<file path="src/rtl/projectile_pool_if.sv">
// Bundle of frame-rate control inputs and projectile state outputs for the projectile pool.
// The master side drives ticks, fire requests and the launch origin; the slave side is the pool.
interface projectile_pool_if #(
  parameter int unsigned N_PROJ = 3,
  parameter int unsigned POS_W  = 10
);
  logic                      frame_tick;
  logic                      fire;
  logic                      pause;
  logic [POS_W-1:0]          originX;
  logic [POS_W-1:0]          originY;
  logic                      scroll_en;
  logic [POS_W-1:0]          scroll_dy;
  logic [N_PROJ*POS_W-1:0]   projX;
  logic [N_PROJ*POS_W-1:0]   projY;
  logic [N_PROJ-1:0]         active;
  logic                      fire_ack;
  logic [15:0]               shots_fired;

  modport master (
    output frame_tick, fire, pause, originX, originY, scroll_en, scroll_dy,
    input  projX, projY, active, fire_ack, shots_fired
  );

  modport slave (
    input  frame_tick, fire, pause, originX, originY, scroll_en, scroll_dy,
    output projX, projY, active, fire_ack, shots_fired
  );
endinterface

</file>
<file path="src/rtl/projectile_pool.sv">
// N-slot projectile manager: lowest-free-slot launch with cooldown, per-slot upward speed,
// scroll compensation, top-line retirement and pause freeze. State advances only on frame_tick.
module projectile_pool #(
  parameter int unsigned N_PROJ     = 3,
  parameter int unsigned POS_W      = 10,
  parameter int unsigned SPEED_W    = 5,
  parameter int unsigned BASE_SPEED = 6,
  parameter int unsigned SPEED_STEP = 4,
  parameter int unsigned COOLDOWN   = 8,
  parameter int unsigned Y_LIMIT    = 25,
  parameter int unsigned Y_MAX      = 479
) (
  input logic               Clk,
  input logic               Reset,
  projectile_pool_if.slave  bus
);

  localparam int unsigned CD_W  = (COOLDOWN > 0) ? $clog2(COOLDOWN + 1) : 1;
  localparam int unsigned IDX_W = (N_PROJ > 1) ? $clog2(N_PROJ) : 1;

  typedef logic [POS_W-1:0] pos_t;
  typedef logic [POS_W:0]   wide_t;

  function automatic logic [SPEED_W-1:0] speed_of(input int unsigned idx);
    return SPEED_W'(BASE_SPEED + idx * SPEED_STEP);
  endfunction

  pos_t              x_q [N_PROJ];
  pos_t              y_q [N_PROJ];
  pos_t              x_d [N_PROJ];
  pos_t              y_d [N_PROJ];
  logic [N_PROJ-1:0] act_q, act_d;
  logic [CD_W-1:0]   cd_q, cd_d;
  logic [15:0]       shots_q, shots_d;
  logic              ack_q, ack_d;

  logic              step, launch, have_free;
  logic [IDX_W-1:0]  free_idx;
  wide_t             spd, climb, moved;

  always_comb begin
    have_free = 1'b0;
    free_idx  = '0;
    // Only slots idle at the start of the tick are candidates, so a slot retiring this tick
    // can never be relaunched on the same tick.
    for (int i = N_PROJ - 1; i >= 0; i--) begin
      if (!act_q[i]) begin
        have_free = 1'b1;
        free_idx  = IDX_W'(i);
      end
    end

    step   = bus.frame_tick && !bus.pause;
    launch = step && bus.fire && (cd_q == '0) && (bus.originY > POS_W'(Y_LIMIT)) && have_free;

    x_d     = x_q;
    y_d     = y_q;
    act_d   = act_q;
    cd_d    = cd_q;
    shots_d = shots_q;
    ack_d   = 1'b0;
    spd     = '0;
    climb   = '0;
    moved   = '0;

    if (step) begin
      for (int i = 0; i < N_PROJ; i++) begin
        spd   = wide_t'(speed_of(i));
        climb = {1'b0, y_q[i]} - spd;
        moved = climb + (bus.scroll_en ? {1'b0, bus.scroll_dy} : wide_t'(0));
        // Retirement test ignores scroll and is done as y <= limit + speed to avoid underflow.
        if (!act_q[i] || ({1'b0, y_q[i]} <= wide_t'(Y_LIMIT) + spd)) begin
          act_d[i] = 1'b0;
          x_d[i]   = bus.originX;
          y_d[i]   = bus.originY;
        end else if (moved > wide_t'(Y_MAX)) begin
          y_d[i] = POS_W'(Y_MAX);
        end else begin
          y_d[i] = moved[POS_W-1:0];
        end
      end

      if (launch) begin
        act_d[free_idx] = 1'b1;
        cd_d            = CD_W'(COOLDOWN);
        shots_d         = shots_q + 16'd1;
        ack_d           = 1'b1;
      end else if (cd_q != '0) begin
        cd_d = cd_q - 1'b1;
      end
    end
  end

  always_ff @(posedge Clk) begin
    if (Reset) begin
      for (int i = 0; i < N_PROJ; i++) begin
        x_q[i] <= '0;
        y_q[i] <= '0;
      end
      act_q   <= '0;
      cd_q    <= '0;
      shots_q <= '0;
      ack_q   <= 1'b0;
    end else begin
      x_q     <= x_d;
      y_q     <= y_d;
      act_q   <= act_d;
      cd_q    <= cd_d;
      shots_q <= shots_d;
      ack_q   <= ack_d;
    end
  end

  always_comb begin
    bus.projX = '0;
    bus.projY = '0;
    for (int i = 0; i < N_PROJ; i++) begin
      bus.projX[i*POS_W +: POS_W] = x_q[i];
      bus.projY[i*POS_W +: POS_W] = y_q[i];
    end
  end

  assign bus.active      = act_q;
  assign bus.fire_ack    = ack_q;
  assign bus.shots_fired = shots_q;

endmodule

</file>
<file path="src/flat_wrapper.sv">
// flat-port wrapper written by rule: the top's interface ports become plain ports
module projectile_pool_flat 
#(
  parameter int unsigned N_PROJ     = 3,
  parameter int unsigned POS_W      = 10,
  parameter int unsigned SPEED_W    = 5,
  parameter int unsigned BASE_SPEED = 6,
  parameter int unsigned SPEED_STEP = 4,
  parameter int unsigned COOLDOWN   = 8,
  parameter int unsigned Y_LIMIT    = 25,
  parameter int unsigned Y_MAX      = 479
)
  (Clk, Reset, bus_frame_tick, bus_fire, bus_pause, bus_originX, bus_originY, bus_scroll_en, bus_scroll_dy, bus_projX, bus_projY, bus_active, bus_fire_ack, bus_shots_fired);
  projectile_pool_if #(.N_PROJ(N_PROJ), .POS_W(POS_W)) bus_i ();
  input logic Clk;
  input logic Reset;
  input wire logic [$bits(bus_i.frame_tick)-1:0] bus_frame_tick;
  input wire logic [$bits(bus_i.fire)-1:0] bus_fire;
  input wire logic [$bits(bus_i.pause)-1:0] bus_pause;
  input wire logic [$bits(bus_i.originX)-1:0] bus_originX;
  input wire logic [$bits(bus_i.originY)-1:0] bus_originY;
  input wire logic [$bits(bus_i.scroll_en)-1:0] bus_scroll_en;
  input wire logic [$bits(bus_i.scroll_dy)-1:0] bus_scroll_dy;
  output wire logic [$bits(bus_i.projX)-1:0] bus_projX;
  output wire logic [$bits(bus_i.projY)-1:0] bus_projY;
  output wire logic [$bits(bus_i.active)-1:0] bus_active;
  output wire logic [$bits(bus_i.fire_ack)-1:0] bus_fire_ack;
  output wire logic [$bits(bus_i.shots_fired)-1:0] bus_shots_fired;
  assign bus_i.frame_tick = bus_frame_tick;
  assign bus_i.fire = bus_fire;
  assign bus_i.pause = bus_pause;
  assign bus_i.originX = bus_originX;
  assign bus_i.originY = bus_originY;
  assign bus_i.scroll_en = bus_scroll_en;
  assign bus_i.scroll_dy = bus_scroll_dy;
  assign bus_projX = bus_i.projX;
  assign bus_projY = bus_i.projY;
  assign bus_active = bus_i.active;
  assign bus_fire_ack = bus_i.fire_ack;
  assign bus_shots_fired = bus_i.shots_fired;
  projectile_pool #(.N_PROJ(N_PROJ), .POS_W(POS_W), .SPEED_W(SPEED_W), .BASE_SPEED(BASE_SPEED), .SPEED_STEP(SPEED_STEP), .COOLDOWN(COOLDOWN), .Y_LIMIT(Y_LIMIT), .Y_MAX(Y_MAX)) u_core (.Clk(Clk), .Reset(Reset), .bus(bus_i));
endmodule
</file>
<file path="config.mk">
export PLATFORM = sky130hd
export DESIGN_NAME = projectile_pool_flat
export DESIGN_NICKNAME = d
export VERILOG_FILES = /design/src/rtl/projectile_pool_if.sv /design/src/rtl/projectile_pool.sv /design/src/flat_wrapper.sv
export SDC_FILE = /design/constraint.sdc
export NUM_CORES = 1
export LEC_CHECK = 0
export CORE_MARGIN = 3
export CORE_UTILIZATION = 28
export DETAILED_ROUTE_END_ITERATION = 10
export REMOVE_ABC_BUFFERS = 1
export SLEW_MARGIN = 20
export SYNTH_ARGS = -nofsm -noshare
export SYNTH_HDL_FRONTEND = slang
export SYNTH_SLANG_ARGS = --single-unit
</file>
<file path="constraint.sdc">
create_clock -name Clk -period 6.05 [get_ports Clk]
set_input_delay 0.9075 -clock Clk [delete_from_list [all_inputs] [get_ports Clk]]
set_output_delay 0.9075 -clock Clk [all_outputs]
set_load 0.02 [all_outputs]
</file>
After elaboration in Yosys (flattened, before gate mapping). Index checks and enable logic that the tools add are counted. W data, S select, Z words.

Register bits: 84. Input bits: 36. Output and inout port bits: 80. Word-level logic and storage cells: 76.

$add $sub $neg: 8. Order comparisons: 9. Muxes and demuxes: 25. Bitwise gates (word level): 2. Reductions and logical operators: 22.

Operators by type and width (number): $mux W10 (7); $gt A11 B9 Y1 const B (3); $add A11 B10 Y11 (2); $sub A10 B4 Y11 const B (2); $le A10 B6 Y1 const B (2); $add A16 B1 Y16 const B (1); $add A11 B11 Y11 (1); $mux W1 (11); $sub A10 B3 Y11 const B (1); $gt A10 B5 Y1 const B (1); $le A10 B5 Y1 const B (1); $reduce_and A2 Y1 (5); $mux W4 (2); $logic_and A1 B1 Y1 (6); $mux W2 (3); $logic_not A1 Y1 (4); $logic_not A4 Y1 (1); $reduce_bool A4 Y1 (1); $sub A4 B1 Y4 const B (1); $logic_or A1 B1 Y1 (3); $lt A2 B3 Y1 const B (1); $mux W3 (1); $or A3 B3 Y3 (1); $demux W1 S2 (1); other kinds (4) (4).

Logic depth before layout (Yosys ltp).
Depth after elaboration: 9. Depth in mapped cells: 14. Gate-level depth less buffers: 13.

Worst setup path after synthesis. No wires, ideal clock.

Path type: input port to flip-flop. Start point: input bus_scroll_en. End point: register u_core.y_q, in the netlist u_core.bus.projY[15]. Library setup time: 134 ps. Arrival: 3647 ps. Required time: 5916 ps. Path slack: 2269 ps. Cell stages on the path: 14. Buffers on the path: 1. Cells stage by stage: clkbuf_1 > nand2_1 > ha_1 > inv_1 > ha_1 > inv_1 > fa_1 > nand2b_1 > a2111oi_0 > a211oi_1 > a2111o_1 > nand4b_1 > o221a_2 > a211oi_1.

Cells in the longest elaborated chain, start to end: 5.

RTL lines: start: declaration (line flat_wrapper.sv:22) `input wire logic [$bits(bus_i.scroll_en)-1:0] bus_scroll_en;`; $mux W10 (*) (line projectile_pool.sv:70) `moved = climb + (bus.scroll_en ? {1'b0, bus.scroll_dy} : wide_t'(0));`; $add A11 B10 Y11 (*) (line projectile_pool.sv:70); $gt A11 B9 Y1 (line projectile_pool.sv:76) `end else if (moved > wide_t'(Y_MAX)) begin`; $mux W10 (*) (line projectile_pool.sv:76); $mux W10 (*) (line projectile_pool.sv:72) `if (!act_q[i] || ({1'b0, y_q[i]} <= wide_t'(Y_LIMIT) + spd)) begin`; end signal: assignment (line projectile_pool.sv:106) `y_q <= y_d;`; end: declaration (line projectile_pool.sv:29) `pos_t y_q [N_PROJ];`.

Mark *: on every way between the ends. The rest lies on a longest branch, timed or not. A chain may end at the register's enable or synchronous reset.

Worst setup path in the final report. Same ends and word-level chain as after synthesis.

==> metrics.txt <==
# TYPE chip_impl_metric gauge
chip_impl_metric{name="io_pins",unit=""} 116
chip_impl_metric{name="yosys_warnings",unit=""} 0
chip_impl_metric{name="wl",unit="um"} 16600
chip_impl_metric{name="synth.top_cell.area_share",unit="%"} 31.1
chip_impl_metric{name="drt_iter0_markers",unit=""} 359
chip_impl_metric{name="fin_ws",unit="ns"} 1.59
chip_impl_metric{name="tightestPinTransition",unit="ns"} 0.963
chip_impl_metric{name="detailedPlace.worstSlack",unit="ns"} 1.32
chip_impl_metric{name="cts_setup_buffers",unit=""} 0
chip_impl_info{name="path_class",value="in -> reg"} 1
chip_impl_info{name="critical_path.startpoint_type",value="input pin"} 1
chip_impl_info{name="outcome",value="finished clean"} 1
chip_impl_metric{name="final_max_slew_viol_count",unit=""} 0
chip_impl_metric{name="design.final.nets",unit=""} 899
chip_impl_metric{name="total_area_of_multi_input_combinational_cells",unit="mm^2"} 0.00333
chip_impl_metric{name="drt-pass1-iter-count",unit=""} 5
chip_impl_metric{name="antennaDiodeCount",unit=""} 0
chip_impl_metric{name="worstPathArrival",unit="ns"} 4.67
chip_impl_metric{name="final.min_clock_period",unit="ns"} 4.46
chip_impl_metric{name="clk_latency",unit="ns"} 0.35
chip_impl_metric{name="dpl.hpwl",unit="um"} 12700
chip_impl_metric{name="cts_made_buffers",unit=""} 9
chip_impl_info{name="rr_endpoint",value="u_core.bus.projY[15]"} 1
chip_impl_metric{name="floorplan.die.height",unit="um"} 145
chip_impl_metric{name="port_buffers",unit=""} 115
chip_impl_metric{name="cts_resized",unit=""} 0
chip_impl_metric{name="nFillCells",unit=""} 1950
chip_impl_info{name="end_kind",value="register"} 1
chip_impl_metric{name="routed_wire_length_per_instance",unit="um"} 15.6
chip_impl_metric{name="vias_per_cell",unit=""} 4.81
chip_impl_info{name="highest-signal-layer",value="met4"} 1
chip_impl_info{name="cts.root.buffer_cell",value="sky130_fd_sc_hd__clkbuf_16"} 1
chip_impl_metric{name="synthToLayoutAreaGrowth",unit="%"} 31.8
chip_impl_metric{name="die_w",unit="um"} 145
chip_impl_metric{name="floorplan.initialDensity",unit="%"} 28.7
chip_impl_metric{name="htree_levels",unit=""} 3
chip_impl_info{name="grt_setup_unrepaired",value="no"} 1
chip_impl_metric{name="mappedNetlistArea",unit="mm^2"} 0.00541
chip_impl_metric{name="cts.hold.buffers_added",unit=""} 0
chip_impl_metric{name="seqCellArea",unit="mm^2"} 0.00168
chip_impl_info{name="dominantRegCellSynth",value="sky130_fd_sc_hd__dfxtp_1"} 1
chip_impl_metric{name="max-vdd-ir-drop",unit="uV"} 138
chip_impl_info{name="tritoncts_clock_tree",value="done"} 1
chip_impl_metric{name="largest_fanout_on_the_critical_path",unit=""} 13
chip_impl_info{name="synth.top_cells.by_area",value="sky130_fd_sc_hd__dfxtp_1, sky130_fd_sc_hd__ha_1, sky130_fd_sc_hd__nand2_1, sky130_fd_sc_hd__a21oi_1, sky130_fd_sc_hd__inv_1"} 1
chip_impl_metric{name="detailroute.wirelength.met3",unit="um"} 783
chip_impl_metric{name="ys_ff_latch",unit=""} 84
chip_impl_metric{name="drt-met1-wl",unit="um"} 8060
chip_impl_info{name="critical_path.startpoint",value="bus_scroll_en"} 1
chip_impl_info{name="leading_area_contributor_after_synthesis",value="sky130_fd_sc_hd__dfxtp_1"} 1
chip_impl_metric{name="grt_max_degree",unit=""} 41
chip_impl_metric{name="gr-usage-all-layers",unit="%"} 15.5
chip_impl_metric{name="cts.path.max_buffers",unit=""} 2
chip_impl_metric{name="antenna_found_initial",unit=""} 0
chip_impl_metric{name="timing.critical_path.required",unit="ns"} 6.26
chip_impl_metric{name="clock-skew-final",unit="ns"} 0.00813
chip_impl_metric{name="synth_sequential_area_ratio",unit="%"} 31.1
chip_impl_metric{name="syn-mean-instance-area",unit="um^2"} 7.78
chip_impl_metric{name="max-slew-margin-rel",unit="%"} 35.6
chip_impl_metric{name="synth_enable_flop_cells",unit=""} 0
chip_impl_metric{name="numClockSinks",unit=""} 84
chip_impl_info{name="critical_path.endpoint",value="u_core.bus.projY[15]"} 1
chip_impl_metric{name="yosysUniqueCellTypes",unit=""} 63
chip_impl_metric{name="setup_slack_reg_to_reg",unit="ns"} 2.68
chip_impl_metric{name="power.leakage",unit="nW"} 2.83
chip_impl_metric{name="grt_pass1_wl",unit="um"} 26500
chip_impl_metric{name="timing.final.hold_violations",unit=""} 0
chip_impl_metric{name="dieArea",unit="mm^2"} 0.0210
chip_impl_metric{name="overflow",unit=""} 0
chip_impl_info{name="regToRegStartpoint",value="u_core.bus.projY[11]"} 1
chip_impl_metric{name="via_count",unit=""} 5139
chip_impl_metric{name="timing.final.crit_share",unit="%"} 73.7
chip_impl_metric{name="power-per-cell-area",unit="mW/mm^2"} 233
chip_impl_metric{name="report.final.setup_viol",unit=""} 0
chip_impl_metric{name="max-cap-violations",unit=""} 0
chip_impl_metric{name="floorplan.rows",unit=""} 50
chip_impl_metric{name="post-route-drc-count",unit=""} 0
chip_impl_metric{name="syn_inst",unit=""} 695
chip_impl_metric{name="met2RoutedLength",unit="um"} 7480
chip_impl_metric{name="ant_nets",unit=""} 0
chip_impl_metric{name="ratio_of_cells_with_drive_above_1_in_the_final_layout",unit="%"} 5.20
chip_impl_metric{name="design.core.area",unit="mm^2"} 0.0188
chip_impl_metric{name="ys_async_sr_fraction",unit="%"} 0
chip_impl_metric{name="clk_pin_slew",unit="ns"} 0.06
chip_impl_metric{name="ff2ff_path_depth",unit=""} 13
chip_impl_metric{name="place_congestion",unit=""} 0.913
chip_impl_metric{name="fmaxAchievable",unit="GHz"} 0.224
chip_impl_info{name="hp-class",value="reg -> reg"} 1
chip_impl_metric{name="fin_setup_tns",unit="ns"} 0
chip_impl_metric{name="first_global_vias",unit=""} 4847
chip_impl_metric{name="hold_path_depth",unit=""} 2
-- stage by stage --
stage / hold WS, ns / instance area (um^2) / util (%) / power (mW) / std cells
after detailed placement: 0.446 / 6840 / 36.3 / 1.13 / 1052
after CTS: 0.456 / 7120 / 37.8 / 1.68 / 1068
after floorplan: 0.439 / 5310 / - / 0.955 / 670
final: 0.452 / 7130 / 37.8 / 1.66 / 1068
after global routing: 0.473 / 7130 / 37.8 / 1.76 / 1068
after global placement: 0.441 / 6840 / 36.3 / 1.13 / 1052
-- critical path: stages --
cell                              delay, ns
sky130_fd_sc_hd__clkdlybuf4s50_1       0.76
sky130_fd_sc_hd__nand2_1               0.19
sky130_fd_sc_hd__ha_1                  0.31
sky130_fd_sc_hd__inv_1                 0.06
sky130_fd_sc_hd__ha_1                  0.18
sky130_fd_sc_hd__inv_1                 0.06
sky130_fd_sc_hd__fa_1                  0.43
sky130_fd_sc_hd__nand2b_1              0.21
sky130_fd_sc_hd__a2111oi_0             0.45
sky130_fd_sc_hd__a211oi_1              0.13
sky130_fd_sc_hd__a2111o_1              0.41
sky130_fd_sc_hd__nand4b_1              0.29
sky130_fd_sc_hd__o221a_2               0.24
sky130_fd_sc_hd__a211oi_1              0.04
-- routing by layer --
metal  GRT usage, %  up-vias
met5              0        -
met4           5.18        0
met3           2.50       22
met2           24.6      132
met1           21.6     2367
li1               -     2618
-- cells in the final DEF (no fill, tap or decap), drive strengths merged, types with 10 or more instances in the layout --
cell	Yosys	final
clkbuf	24	10
inv	82	85
nand2	114	114
o21ai	31	31
o221ai	11	11
a21oi	68	68
ha	57	57
clkdlybuf4s50	0	114
nor2	46	46
nand3	12	12
xor2	13	13
dfxtp	84	84
xnor2	22	22
-- sequential cells by signal, summed over array words and instances, names as in the netlist --
signal                  cells
u_core.bus.active           3
u_core.bus.shots_fired     16
u_core.cd_q                 4
u_core.bus.fire_ack         1
u_core.bus.projY           30
u_core.bus.projX           30
-- layout make-up --
type	instances	share of cell area (%)
multi-input combinational	504	46.7
timing repair buffer	122	16.8
tap	260	4.56
clock inverter	6	0.650
clock buffer	10	3.35
inverter	82	4.32
sequential	84	23.6
-- synthesized netlist by cell type (all sizes together), types with 9 or more instances --
cell	instances
a21oi	68
clkbuf	24
dfxtp	84
ha	57
inv	82
nand2	114
nand2b	9
nand3	12
nor2	46
nor3	9
o21ai	31
o221ai	11
or3	9
xnor2	22
xor2	13
-- how the worst min path moves through the flow --
| stage | to | startpoint | slack [ns] |
|---|---|---|---|
| after floorplan | u_core.cd_q[0] | u_core.cd_q[0] | 0.44 |
| after global placement | u_core.bus.projX[5] | u_core.bus.projX[5] | 0.44 |
| after detailed placement | u_core.bus.projX[28] | u_core.bus.projX[28] | 0.45 |
| after CTS | u_core.bus.projX[28] | u_core.bus.projX[28] | 0.46 |
| after global routing | u_core.bus.projX[28] | u_core.bus.projX[28] | 0.47 |
| final | u_core.bus.projX[22] | u_core.bus.projX[22] | 0.45 |
-- where the power goes --
| part | internal [mW] | switching, mW |
|---|---|---|
| clock | 0.293 | 0.247 |
| sequential | 0.583 | 0.0268 |
| combinational | 0.225 | 0.288 |
-- kinds of logic (layout without fill, tap and decap cells) --
| family | after synthesis | count (layout) | share of synthesized area, % |
|---|---|---|---|
| buf+inv | 107 | 220 | 7.50 |
| flops | 84 | 84 | 31.1 |
| mux | 1 | 1 | 0.185 |
| compound gates | 172 | 172 | 20.6 |
| simple gates | 236 | 236 | 20.6 |
| fa+ha+maj | 60 | 60 | 14.3 |
| xor+xnor | 35 | 35 | 5.67 |
(Power assumes the default switching activity.)
